--- src/rtl/id_ex_pipe_reg.sv ---
// ID/EX pipeline register: latches decoded control and operands into EX,
// inserts load-use bubbles, applies flushes and counts stall cycles.
module id_ex_pipe_reg #(
    parameter int unsigned DATA_W     = 32,
    parameter int unsigned REG_ADDR_W = 5,
    parameter int unsigned CNT_W      = 16
) (
    input  logic                  clk,
    input  logic                  rst_n,
    input  logic                  id_valid,
    input  logic [10:0]           id_ctrl,
    input  logic [DATA_W-1:0]     id_pc4,
    input  logic [DATA_W-1:0]     id_rs_data,
    input  logic [DATA_W-1:0]     id_rt_data,
    input  logic [DATA_W-1:0]     id_imm,
    input  logic [REG_ADDR_W-1:0] id_rs,
    input  logic [REG_ADDR_W-1:0] id_rt,
    input  logic [REG_ADDR_W-1:0] id_rd,
    input  logic [5:0]            id_funct,
    input  logic                  ex_flush,
    input  logic                  ex_hold,
    output logic                  stall,
    output logic                  ex_valid,
    output logic [10:0]           ex_ctrl,
    output logic [DATA_W-1:0]     ex_pc4,
    output logic [DATA_W-1:0]     ex_rs_data,
    output logic [DATA_W-1:0]     ex_rt_data,
    output logic [DATA_W-1:0]     ex_imm,
    output logic [REG_ADDR_W-1:0] ex_rs,
    output logic [REG_ADDR_W-1:0] ex_rt,
    output logic [REG_ADDR_W-1:0] ex_rd,
    output logic [5:0]            ex_funct,
    output logic [CNT_W-1:0]      stall_count
);

    localparam int unsigned CTRL_W       = 11;
    localparam int unsigned BIT_BRANCH   = 8;
    localparam int unsigned BIT_MEMREAD  = 7;
    localparam int unsigned BIT_MEMWRITE = 5;
    localparam int unsigned BIT_ALUSRC   = 4;

    logic use_rt;
    logic load_use;
    logic cnt_sat;

    // Load-use hazard: a load in EX whose destination feeds the ID instruction.
    always_comb begin
        use_rt   = ~id_ctrl[BIT_ALUSRC] | id_ctrl[BIT_MEMWRITE] | id_ctrl[BIT_BRANCH];
        load_use = id_valid & ex_valid & ex_ctrl[BIT_MEMREAD]
                 & (ex_rt != REG_ADDR_W'(0))
                 & ((ex_rt == id_rs) | (use_rt & (ex_rt == id_rt)));
        stall    = load_use & ~ex_flush;
        cnt_sat  = &stall_count;
    end

    // Priority: flush, hold, load-use bubble, normal advance.
    always_ff @(posedge clk or negedge rst_n) begin
        if (!rst_n) begin
            ex_valid    <= 1'b0;
            ex_ctrl     <= CTRL_W'(0);
            ex_pc4      <= DATA_W'(0);
            ex_rs_data  <= DATA_W'(0);
            ex_rt_data  <= DATA_W'(0);
            ex_imm      <= DATA_W'(0);
            ex_rs       <= REG_ADDR_W'(0);
            ex_rt       <= REG_ADDR_W'(0);
            ex_rd       <= REG_ADDR_W'(0);
            ex_funct    <= 6'(0);
            stall_count <= CNT_W'(0);
        end else if (ex_flush || !ex_hold) begin
            ex_pc4     <= id_pc4;
            ex_rs_data <= id_rs_data;
            ex_rt_data <= id_rt_data;
            ex_imm     <= id_imm;
            ex_rs      <= id_rs;
            ex_rt      <= id_rt;
            ex_rd      <= id_rd;
            ex_funct   <= id_funct;
            if (ex_flush || stall) begin
                ex_valid <= 1'b0;
                ex_ctrl  <= CTRL_W'(0);
            end else begin
                ex_valid <= id_valid;
                ex_ctrl  <= id_valid ? id_ctrl : CTRL_W'(0);
            end
            if (!ex_flush && stall && !cnt_sat)
                stall_count <= stall_count + CNT_W'(1);
        end
    end

endmodule

--- config.mk ---
export PLATFORM = sky130hd
export DESIGN_NAME = id_ex_pipe_reg
export DESIGN_NICKNAME = d
export VERILOG_FILES = /design/src/rtl/id_ex_pipe_reg.sv
export SDC_FILE = /design/constraint.sdc
export NUM_CORES = 1
export LEC_CHECK = 0
export ABC_AREA = 1
export BUFFER_PORTS_ARGS = -buffer_cell sky130_fd_sc_hd__buf_2
export CAP_MARGIN = 30
export CORE_ASPECT_RATIO = 0.7
export CORE_MARGIN = 4
export CORE_UTILIZATION = 50
export DETAILED_ROUTE_END_ITERATION = 6
export GPL_TIMING_DRIVEN = 0
export HOLD_SLACK_MARGIN = 0.06
export PLACE_DENSITY = 0.95
export SYNTH_ARGS = -nofsm -noshare
export SYNTH_HDL_FRONTEND = slang
export SYNTH_SLANG_ARGS = --single-unit
export TNS_END_PERCENT = 5
--- constraint.sdc ---
create_clock -name clk -period 3.95 [get_ports clk]
set_clock_uncertainty 0.15 [all_clocks]
set_input_delay 0.1975 -clock clk [delete_from_list [all_inputs] [get_ports clk]]
set_output_delay 0.1975 -clock clk [all_outputs]
set_load 0.1 [all_outputs]
== After elaboration in Yosys (flattened, before gate mapping) ==
Index checks and enable logic that the tools add are counted.

* Bitwise logic cells: 11
* Equal/unequal tests: 2
* Add/sub/neg operators: 1
* Mux-type cells: 3
* Reductions and logical operators: 10

{| class="wikitable"
|+ Operators by type and width
! cell !! count
|-
| 11-bit 2-to-1 mux || 2
|-
| 16-bit by 1-bit adder with 16-bit output (second input constant) || 1
|-
| 16-bit AND reduction || 1
|-
| 5-bit equality test || 2
|-
| 1-bit AND || 6
|-
| 5-bit nonzero test || 1
|-
| 1-bit zero test || 3
|-
| 1-bit OR || 3
|-
| 1-bit logical AND || 2
|-
| 1-bit logical OR || 2
|-
| 1-bit inverter || 2
|-
| 2-bit AND reduction || 1
|-
| 1-bit 2-to-1 mux || 1
|}

* Bits in registers: 177
* Logic and storage cells: 38
* Input port bits: 165

== Logic depth before layout (Yosys ltp) ==
* Word-level depth: 10
* Mapped depth: 11
* Depth with buffers taken out: 10

== Worst setup path before layout ==
OpenSTA, ideal clock, no wires.

* Path type: reg2out
* From: reg ex_rt[2]
* To: out stall
* Required time: 3.602 ns
* Cell stages (with the launch flop): 9
* Path buffers: 0
* Arrival: 2.154 ns
* Setup slack: 1.448 ns
* Cell sequence: dfrtp_1 > inv_2 > nand2_1 > nand2_1 > nor2_2 > nand3_2 > nand2_4 > nand3_4 > inv_1

* Word-level cells in the longest chain between the ends: 5
* Elaborated cells on any way between the ends: 8
* Those cells by class: eq/ne: 2; bitwise: 5; reduce/logical: 1

{| class="wikitable"
|+ Ends and longest elaborated chain
! what !! line !! source
|-
| start: declaration || 30 || <nowiki>output logic [REG_ADDR_W-1:0] ex_rt,</nowiki>
|-
| start signal: assignment || 76 || <nowiki>ex_rt <= id_rt;</nowiki>
|-
| 5-bit equality test || 51 || <nowiki>& ((ex_rt == id_rs) | (use_rt & (ex_rt == id_rt)));</nowiki>
|-
| 1-bit AND || 51 ||
|-
| 1-bit OR || 51 ||
|-
| 1-bit AND (*) || 51 ||
|-
| 1-bit AND (*) || 52 || <nowiki>stall = load_use & ~ex_flush;</nowiki>
|-
| end: declaration || 22 || <nowiki>output logic stall,</nowiki>
|}

Every way passes the cells marked *; elsewhere a longest branch is shown, timed or not.

== Worst setup path after layout ==
* From: reg ex_rt[0]
* To: out stall

The elaborated chain is that of the path after synthesis.

==> impl_metrics.env <==
export IMPL_status="completed"
export IMPL_fp_dieH_um=110
export IMPL_dp_hpwl_mm=17.0
export IMPL_r2r_start="stall_count[1]"
export IMPL_r2r_end="stall_count[14]"
export IMPL_cts_tree="done"
export IMPL_leakagePower_nw=6.63
export IMPL_fin_crit_ns=2.32
export IMPL_floorplan_initialDensity_pct=50.9
export IMPL_die_x_um=154
export IMPL_r2r_cells=8
export IMPL_place_congestion=0.875
export IMPL_path_cells="inv_2 -> nand2_1 -> nand2_1 -> nor2_1 -> nand3_2 -> nand2_4 -> nand3_4 -> inv_1 -> buf_2"
export IMPL_cp_slowest_cell="dfrtp_1"
export IMPL_ys_seq_elements=177
export IMPL_synth_area_per_cell_um2=8.44
export IMPL_yosysWarnings=0
export IMPL_yosys_cell_types_count=28
export IMPL_r2r_slack_ns=1.89
export IMPL_tightestPinTransition_ns=0.647
export IMPL_antenna_found_initial=3
export IMPL_dr_pass1_iters=6
export IMPL_crit_end="stall"
export IMPL_grt_max_degree=96
export IMPL_drt_iter0_markers=800
export IMPL_fin_crit_sh_pct=58.8
export IMPL_area_growth_pct=56.5
export IMPL_crit_path_start="ex_rt[0]"
export IMPL_root_buffer="clkbuf_16"
export IMPL_ir_drop_mv=0.293
export IMPL_synth_cells=884
export IMPL_synth_seq_area_share_pct=59.3
export IMPL_grt_pass1_vias=8995
export IMPL_setup_viol=0
export IMPL_drv_slew=0
export IMPL_worstSkewPairLatency_ns=0.42
export IMPL_gr_total_overflow=0
export IMPL_critPathKind="flip-flop to output port"
export IMPL_worstPathMaxFanout=5
export IMPL_final_nets=1577
export IMPL_start_kind="flip-flop"
export IMPL_cts_buffers=17
export IMPL_coreArea_mm2=0.0147
export IMPL_die_area_mm2=0.0170
export IMPL_ctsHtreeMaxLevel=4
export IMPL_fillers=814
export IMPL_cts_sinks=177
export IMPL_cts_path_max_buffers=2
export IMPL_end_kind="output port"
export IMPL_clk_pin_slew_ns=0.08
export IMPL_syn_area_mm2=0.00746
export IMPL_placed_area_mm2=0.00946
export IMPL_cp_required_ns=3.60
export IMPL_fmax_mhz=430
export IMPL_drive_above_1_share_pct=29.6
export IMPL_final_hold_violation_count=0
export IMPL_rsz0062_at_grt="no"
export IMPL_critPathArrivalTime_ns=1.98
export IMPL_ios=343
export IMPL_postCtsSetupBuffers=0
export IMPL_grt_usage_pct=34.5
export IMPL_wl_per_cell_um=18.4
export IMPL_max_cap_violations=0
export IMPL_ant_nets=0
export IMPL_fin_area_mm2=0.0117
export IMPL_crit_path_frequent_cell="nand2_1"
export IMPL_grt_pass1_wl_mm=45.8
export IMPL_rows=37
export IMPL_portBuffers=342
export IMPL_cp_slowest_stage_delay_ns=0.44
export IMPL_finalPower_mw=5.37
export IMPL_hp_class="input port to asynchronous set/reset pin"
export IMPL_vias=8627
export IMPL_drcViolationCount=0
export IMPL_power_density_mw_per_mm2=460
export IMPL_viasPerCell=5.32
export IMPL_routed_wl_mm=29.8
export IMPL_synth_fp_nets=1050
export IMPL_relSlewSlack_pct=56.9
[per-layer routing]
layer / global-route usage (%) / wire [um] / vias up
li1: - / - / 3742
met1: 39.0 / 10400 / 4096
met2: 59.6 / 14900 / 626
met3: 8.08 / 2720 / 163
met4: 22.6 / 1820 / 0
met5: 0 / 0 / -
[final cells by class]
class | count | area (um2) | area share [%]
sequential | 177 | 4430 | 37.9
timing repair buffer | 508 | 3400 | 29.1
multi-input combinational | 619 | 2590 | 22.2
clock buffer | 19 | 443 | 3.79
buffer | 39 | 262 | 2.24
tap | 195 | 244 | 2.09
inverter | 49 | 184 | 1.58
clock inverter | 13 | 116 | 0.996
antenna | 4 | 10.0 | 0.0857
[power breakdown]
part           switching (mW)  internal [mW]  total [mW]
sequential             0.0936           1.95        2.04
combinational            1.37          0.348        1.72
clock                   0.762          0.849        1.61
total                    2.23           3.14        5.37
[through the flow]
| step | hold slack, ns | setup TNS (ns) | utilization [%] | worst slack, ns | std cells |
|---|---|---|---|---|---|
| 2_1_floorplan | -0.248 | 0 | - | 1.45 | 884 |
| 3_3_place_gp | 0.240 | -20.27 | 64.2 | -0.132 | 1421 |
| 3_5_place_dp | 0.0665 | 0 | 64.4 | 1.96 | 1422 |
| 5_1_grt | 0.262 | 0 | 79.6 | 1.50 | 1622 |
| 4_1_cts | 0.213 | 0 | 79.5 | 1.61 | 1619 |
| 6_report | 0.191 | 0 | 79.6 | 1.63 | 1623 |
[timing repair]
item | CTS | global route
hold buffers | 165 | 0
hold endpoints to repair | 248 | 0
gates resized for setup | 0 | 0
[how the worst min path moves through the flow]
stage,startpoint,end,slack (ns)
after floorplan,rst_n,ex_ctrl[0],-0.25
after global placement,id_rd[1],ex_rd[1],0.24
after detailed placement,rst_n,ex_rs_data[6],0.07
after CTS,rst_n,ex_rs_data[6],0.21
after global routing,rst_n,ex_rs_data[5],0.26
final,rst_n,ex_rs_data[5],0.19
[layout by cell type, fill, tap and decap left out, types with 7 or more instances in the layout]
cell,Yosys,routed
o21bai_1,17,17
clkbuf_1,8,9
inv_1,42,42
o21ai_0,9,9
dfrtp_1,177,177
inv_2,7,7
nor2_1,12,12
buf_2,17,358
nand2_1,523,523
nand3_1,25,25
buf_6,12,12
clkbuf_16,0,17
dlygate4sd3_1,0,165
nand3b_1,11,11
[cell usage after synthesis]
library cell / instances / area, um2
nand2_1: 523 / 1960
dfrtp_1: 177 / 4430
inv_1: 42 / 158
nand3_1: 25 / 125
buf_2: 17 / 85.1
o21bai_1: 17 / 128
buf_6: 12 / 135
nor2_1: 12 / 45.0
nand3b_1: 11 / 82.6
o21ai_0: 9 / 45.0
clkbuf_1: 8 / 30.0
inv_2: 7 / 26.3
nor2_2: 4 / 25.0
xor2_1: 4 / 35.0
nand3_2: 2 / 20.0
nor3_1: 2 / 10.0
a21oi_1: 1 / 5.00
buf_1: 1 / 3.75
buf_4: 1 / 7.51
ha_1: 1 / 12.5
nand2_4: 1 / 11.3
nand3_4: 1 / 17.5
nand4_1: 1 / 6.26
nand4_4: 1 / 21.3
nor2_4: 1 / 11.3
nor3_2: 1 / 10.0
nor4_1: 1 / 6.26
xnor2_1: 1 / 8.76
[sequential cells by signal, indices dropped and copies added, names as in the netlist]
name	cells
ex_pc4	32
ex_rt	5
stall_count	16
ex_rs_data	32
ex_ctrl	11
ex_rs	5
ex_funct	6
ex_rt_data	32
ex_valid	1
ex_imm	32
ex_rd	5
[cells by family after synthesis]
kind of cell	count (synthesis)	synth area share, %
flip-flops	177	59.3
XOR/XNOR	5	0.587
AO/OA/AOI/OAI	27	2.38
adder cells (fa/ha/maj)	1	0.168
AND/OR/NAND/NOR	586	31.6
buffers and inverters	88	5.97
[critical path: cells and delay by family, from the launching register on]
kind	cells	cell delay [ns]
buf+inv	3	0.56
flops	1	0.44
simple gates	6	0.56
(Power assumes the default switching activity.)
